## src/rtl/fib_pkg.sv

```systemverilog
// Shared types and defaults for the fib_drain countdown sampler.
//   state_e    : RUN (draining) / DONE (idle, waiting for a load)
//   W_DEF      : default datapath width for n, x, m and sample data
//   INIT_N_DEF : default bound loaded at reset
package fib_pkg;

    localparam int unsigned W_DEF      = 11;
    localparam int unsigned INIT_N_DEF = 200;

    typedef enum logic {
        ST_RUN  = 1'b0,
        ST_DONE = 1'b1
    } state_e;

endpackage : fib_pkg

```

## src/rtl/fib_drain_if.sv

```systemverilog
// Valid/ready sample port carrying captured counter values.
//   sample_valid : producer holds an unconsumed capture
//   sample_ready : consumer accepts sample_data this cycle
//   sample_data  : captured value, stable while valid && !ready
// master = producer (fib_drain), slave = consumer.
interface fib_drain_if #(
    parameter int unsigned W = fib_pkg::W_DEF
);

    logic         sample_valid;
    logic         sample_ready;
    logic [W-1:0] sample_data;

    modport master (
        output sample_valid,
        output sample_data,
        input  sample_ready
    );

    modport slave (
        input  sample_valid,
        input  sample_data,
        output sample_ready
    );

endinterface : fib_drain_if

```

## src/rtl/fib_sample_slot.sv

```systemverilog
// Single-entry valid/ready holding register for captured samples.
//   clk, rst     : clock, synchronous active-low reset
//   load_i       : write data_i into the slot (caller only loads when slot_free_c)
//   data_i       : value to capture
//   ready_i      : consumer accepts the held value
//   slot_free_c  : slot can take a new value this cycle (empty or draining now)
//   valid_o      : slot holds an unconsumed value
//   data_o       : held value
module fib_sample_slot #(
    parameter int unsigned W = fib_pkg::W_DEF
) (
    input  logic         clk,
    input  logic         rst,
    input  logic         load_i,
    input  logic [W-1:0] data_i,
    input  logic         ready_i,
    output logic         slot_free_c,
    output logic         valid_o,
    output logic [W-1:0] data_o
);

    logic         valid_q, valid_d;
    logic [W-1:0] data_q,  data_d;

    // A transfer this cycle frees the slot, so a same-cycle load replaces the data.
    assign slot_free_c = !valid_q || ready_i;

    // Next-state: load wins, otherwise a transfer empties the slot; data only moves on load.
    always_comb begin
        valid_d = valid_q;
        data_d  = data_q;
        if (load_i) begin
            valid_d = 1'b1;
            data_d  = data_i;
        end else if (ready_i) begin
            valid_d = 1'b0;
        end
    end

    // Slot register.
    always_ff @(posedge clk) begin
        if (!rst) begin
            valid_q <= 1'b0;
            data_q  <= '0;
        end else begin
            valid_q <= valid_d;
            data_q  <= data_d;
        end
    end

    assign valid_o = valid_q;
    assign data_o  = data_q;

endmodule : fib_sample_slot

```

## src/rtl/fib_drain.sv

```systemverilog
// Countdown sampler: drains x from bound n to 0, one step per cycle, with an
// optional capture of x into m published on a back-pressurable sample port.
//   clk          : clock
//   rst          : synchronous active-low reset (loads INIT_N, enters RUN)
//   selector     : request to capture x this cycle
//   start        : load request, honoured only in DONE
//   n_in         : new bound, sampled when start is honoured
//   smp          : sample port (sample_valid/sample_data out, sample_ready in)
//   m            : last captured x (0 after reset/load)
//   n            : current bound
//   x            : current count
//   busy / done  : state decode (RUN / DONE)
module fib_drain
    import fib_pkg::*;
#(
    parameter int unsigned W      = W_DEF,
    parameter int unsigned INIT_N = INIT_N_DEF
) (
    input  logic          clk,
    input  logic          rst,
    input  logic          selector,
    input  logic          start,
    input  logic [W-1:0]  n_in,
    fib_drain_if.master   smp,
    output logic [W-1:0]  m,
    output logic [W-1:0]  n,
    output logic [W-1:0]  x,
    output logic          busy,
    output logic          done
);

    localparam logic [W-1:0] INIT_V = W'(INIT_N);
    localparam logic [W-1:0] ONE_V  = W'(1);

    state_e       state_q, state_d;
    logic [W-1:0] n_q, n_d;
    logic [W-1:0] x_q, x_d;
    logic [W-1:0] m_q, m_d;
    logic         capture_c;
    logic         slot_free_c;

    // Next-state and capture decision.
    always_comb begin
        state_d   = state_q;
        n_d       = n_q;
        x_d       = x_q;
        m_d       = m_q;
        capture_c = 1'b0;

        unique case (state_q)
            ST_RUN: begin
                if (x_q == '0) begin
                    // Zero is never captured; selector is ignored here.
                    state_d = ST_DONE;
                end else if (selector && !slot_free_c) begin
                    // Stall: the pending sample has not been consumed yet.
                    state_d = ST_RUN;
                end else begin
                    x_d = x_q - ONE_V;
                    if (selector) begin
                        capture_c = 1'b1;
                        m_d       = x_q;
                    end
                end
            end
            ST_DONE: begin
                if (start) begin
                    n_d     = n_in;
                    x_d     = n_in;
                    m_d     = '0;
                    state_d = ST_RUN;
                end
            end
            default: begin
                state_d = ST_DONE;
            end
        endcase
    end

    // State and datapath registers; reset overrides all inputs in any state.
    always_ff @(posedge clk) begin
        if (!rst) begin
            state_q <= ST_RUN;
            n_q     <= INIT_V;
            x_q     <= INIT_V;
            m_q     <= '0;
        end else begin
            state_q <= state_d;
            n_q     <= n_d;
            x_q     <= x_d;
            m_q     <= m_d;
        end
    end

    // Holding register for the published sample.
    fib_sample_slot #(
        .W (W)
    ) u_slot (
        .clk         (clk),
        .rst         (rst),
        .load_i      (capture_c),
        .data_i      (x_q),
        .ready_i     (smp.sample_ready),
        .slot_free_c (slot_free_c),
        .valid_o     (smp.sample_valid),
        .data_o      (smp.sample_data)
    );

    assign m    = m_q;
    assign n    = n_q;
    assign x    = x_q;
    assign busy = (state_q == ST_RUN);
    assign done = (state_q == ST_DONE);

endmodule : fib_drain
```

## src/flat_wrapper.sv

```systemverilog
// flat-port wrapper written by rule: the top's interface ports become plain ports
module fib_drain_flat import fib_pkg::*;
#(
    parameter int unsigned W      = W_DEF,
    parameter int unsigned INIT_N = INIT_N_DEF
)
  (clk, rst, selector, start, n_in, m, n, x, busy, done, smp_sample_valid, smp_sample_data, smp_sample_ready);
  fib_drain_if #(.W(W)) smp_i ();
  input  logic clk;
  input  logic rst;
  input  logic selector;
  input  logic start;
  input  logic [W-1:0] n_in;
  output logic [W-1:0] m;
  output logic [W-1:0] n;
  output logic [W-1:0] x;
  output logic busy;
  output logic done;
  output wire logic [$bits(smp_i.sample_valid)-1:0] smp_sample_valid;
  output wire logic [$bits(smp_i.sample_data)-1:0] smp_sample_data;
  input wire logic [$bits(smp_i.sample_ready)-1:0] smp_sample_ready;
  assign smp_sample_valid = smp_i.sample_valid;
  assign smp_sample_data = smp_i.sample_data;
  assign smp_i.sample_ready = smp_sample_ready;
  fib_drain #(.W(W), .INIT_N(INIT_N)) u_core (.clk(clk), .rst(rst), .selector(selector), .start(start), .n_in(n_in), .smp(smp_i), .m(m), .n(n), .x(x), .busy(busy), .done(done));
endmodule
```

## config.mk

```make
export PLATFORM = sky130hd
export DESIGN_NAME = fib_drain_flat
export DESIGN_NICKNAME = d
export VERILOG_FILES = /design/src/rtl/fib_pkg.sv /design/src/rtl/fib_drain_if.sv /design/src/rtl/fib_sample_slot.sv /design/src/rtl/fib_drain.sv /design/src/flat_wrapper.sv
export SDC_FILE = /design/constraint.sdc
export NUM_CORES = 1
export LEC_CHECK = 0
export BUFFER_PORTS_ARGS = -buffer_cell sky130_fd_sc_hd__buf_2
export CORE_MARGIN = 10
export CORE_UTILIZATION = 50
export CTS_BUF_LIST = sky130_fd_sc_hd__clkbuf_2
export DETAILED_ROUTE_END_ITERATION = 7
export GPL_TIMING_DRIVEN = 0
export PLACE_DENSITY = 0.89
export REMOVE_ABC_BUFFERS = 1
export SETUP_SLACK_MARGIN = 0.5
export SLEW_MARGIN = 20
export SYNTH_ARGS = -nofsm -noshare
export SYNTH_HDL_FRONTEND = slang
export SYNTH_SLANG_ARGS = --single-unit
```

## constraint.sdc

```tcl
create_clock -name clk -period 4.5 [get_ports clk]
set_input_delay 0.225 -clock clk [delete_from_list [all_inputs] [get_ports clk]]
set_output_delay 0.225 -clock clk [all_outputs]
set_load 0.005 [all_outputs]
```

==> impl_metrics.json <==
{
  "synth-edff-count": 0,
  "ys_seq_elements": 46,
  "drt_iter0_markers": 133,
  "crit_type": "reg -> reg",
  "setup_violations": 0,
  "rr_worst_depth": 6,
  "dp_hpwl_um": 3800,
  "fillerInstances": 317,
  "placed_area_um2": 2210,
  "die_w_um": 81.7,
  "mostFrequentLayoutCells": "buf_2, dfxtp_1, nand2_1",
  "endpoint_kind": "flip-flop",
  "clk_latency_ns": 0.43,
  "tightest_slew_ns": 0.961,
  "seq_area_frac_synth_pct": 48.3,
  "antennaDiodeCount": 0,
  "grt_first_pass_wirelength_um": 8110,
  "vias": 1819,
  "fp.coreArea_um2": 3660,
  "fin_util_pct": 63.1,
  "slew_viol_final": 0,
  "startpoint": "u_core.x[0]",
  "r2r-start": "u_core.x[0]",
  "status": "finished, final reports clean",
  "post-route-min-period_ns": 2.79,
  "critPathMaxStageDelay_ns": 0.71,
  "cts_tree": "yes",
  "final_nets": 281,
  "cts_buffers": 5,
  "peakVddDrop_mv": 0.186,
  "numPortBuffers": 62,
  "fin_crit_sh_pct": 62.0,
  "grt_util_all_layers_pct": 15.3,
  "gp_congestion": 0.894,
  "hold_end": "u_core.n[4]",
  "area_growth_pct": 21.2,
  "maxCapViolCount": 0,
  "crit_buf_inv": 1,
  "antenna_found_initial": 0,
  "cp_top_family": "simple AND/OR/NAND/NOR gates",
  "rsz0062_at_grt": "no",
  "drcViolationCount": 0,
  "ios": 63,
  "final_area_um2": 2310,
  "mostFrequentLayoutCell": "buf_2",
  "placementRows": 22,
  "power_density_nw_per_um2": 364,
  "first_pass_iters": 4,
  "wl_per_cell_um": 16.3,
  "p_leak_nw": 1.02,
  "clock_path_buffers": 2,
  "grt_pass1_vias": 1746,
  "post_route_cells_drive_above_1_share_pct": 29.4,
  "cts_setup_buffers": 0,
  "die_h_um": 81.7,
  "min_path_cells": 3,
  "yosysWarnings": 0,
  "antenna_left": 0,
  "die-area_um2": 6680,
  "cts.hold.buffers_added": 0,
  "async_flop_share_pct": 0,
  "max_freq_ghz": 0.359,
  "cts_resized": 0,
  "grt_overflow_total": 0,
  "grt_max_degree": 32,
  "synth.distinct_cells": 41,
  "setup-tns-final_ns": 0,
  "worstPathArrival_ns": 3.16,
  "min_path_type": "in -> reg",
  "worstSetupStartpointType": "flip-flop",
  "critPathRequiredTime_ns": 4.87,
  "fin_worst_skew_ns": 0.0171,
  "clock-sinks": 46,
  "final-hold-violation-count": 0,
  "finalWirelength_um": 5120,
  "cts.clk_slew.worst_paths_ns": 0.21,
  "syn_inst": 210,
  "cpMaxStageDelayCell": "a211oi_2",
  "avgViaCountPerCell": 5.81,
  "avgSynthCellArea_um2": 9.07,
  "cts-root-buf": "clkbuf_2",
  "htree_levels": 2,
  "rr_endpoint": "u_core.m[9]",
  "relSlewSlack_pct": 35.8,
  "cp_max_fo": 11,
  "path_cells": "inv_1, ha_1, or4b_4, or4_4, a211oi_2, a22o_1",
  "initial_core_util_pct": 52.1,
  "worstHoldStart": "n_in[4]",
  "ys.flop_type": "dfxtp_1",
  "mappedNetlistArea_um2": 1910,
  "reg2reg_slack_ns": 1.71
}
## where the power goes
part / total [mW] / internal, mW / switching, mW
combinational: 0.108 / 0.0512 / 0.0568
sequential: 0.457 / 0.429 / 0.0271
clock: 0.277 / 0.148 / 0.129
total: 0.841 / 0.628 / 0.213
## kinds of logic after synthesis
family | Yosys count | synth area share, %
adders and majority gates | 1 | 0.656
DFF | 46 | 48.3
AOI/OAI and AO/OA | 75 | 29.0
and+or+nand+nor | 64 | 16.4
buffers and inverters | 24 | 5.65
## registers in the layout, summed over array words and instances, names as in the netlist
signal                 count
u_core.u_slot.data_o      11
u_core.x                  11
u_core.n                  11
u_core.done                1
u_core.m                  11
u_core.u_slot.valid_o      1
## cell type report
class	instances	area, um2	area share [%]
Sequential cell	46	921	39.9
Timing Repair Buffer	64	325	14.1
Multi-Input combinational cell	140	888	38.5
Clock inverter	3	63.8	2.76
Inverter	7	26.3	1.14
Tap cell	48	60.1	2.60
Clock buffer	5	25.0	1.08
## synthesized netlist by cell type, types with 2 or more instances
master | count | share of area, %
dfxtp_1 | 46 | 48
nand2_1 | 29 | 5.7
a22o_1 | 22 | 10
a21oi_1 | 15 | 3.9
clkbuf_1 | 11 | 2.2
o21ai_0 | 9 | 2.4
nor2_1 | 8 | 1.6
a31oi_1 | 7 | 2.3
inv_1 | 7 | 1.4
nand3_1 | 6 | 1.6
nor3_1 | 5 | 1.3
nand2b_1 | 4 | 1.3
o41ai_1 | 4 | 1.8
o311a_1 | 3 | 1.6
a31o_2 | 2 | 0.92
a32oi_1 | 2 | 0.92
buf_2 | 2 | 0.53
buf_4 | 2 | 0.79
nand4_1 | 2 | 0.66
nor2b_1 | 2 | 0.66
nor4_1 | 2 | 0.66
## how the worst max path moves through the flow
stage / endpoint / cells after the start
5_1_grt: u_core.m[5] / 6
6_report: u_core.m[9] / 6
2_1_floorplan: u_core.m[0] / 6
3_5_place_dp: u_core.u_slot.data_o[0] / 6
4_1_cts: u_core.u_slot.data_o[9] / 6
3_3_place_gp: u_core.m[9] / 4
## layer usage
metal  GRT usage (%)  part of all wire (%)  vias up
met5               0                     0        -
met4            7.99                   2.3        0
met3            6.11                    11       10
met2            23.9                    45       71
met1            17.6                    42      848
li1                -                     -      890
## per-stage QoR
stage	hold WS (ns)	std cells	power, mW	setup WS, ns
5_1_grt	0.00156	313	0.881	1.54
3_3_place_gp	0.439	303	0.568	1.17
6_report	0.0190	313	0.841	1.71
3_5_place_dp	0.447	305	0.573	1.72
4_1_cts	0.00896	313	0.845	1.66
2_1_floorplan	0.297	193	0.520	1.94
## tightest hold or removal path, cell delays in order
cell	delay, ns
buf_2	0.11
nand2_1	0.05
a21oi_1	0.05
(Power assumes the default switching activity.)
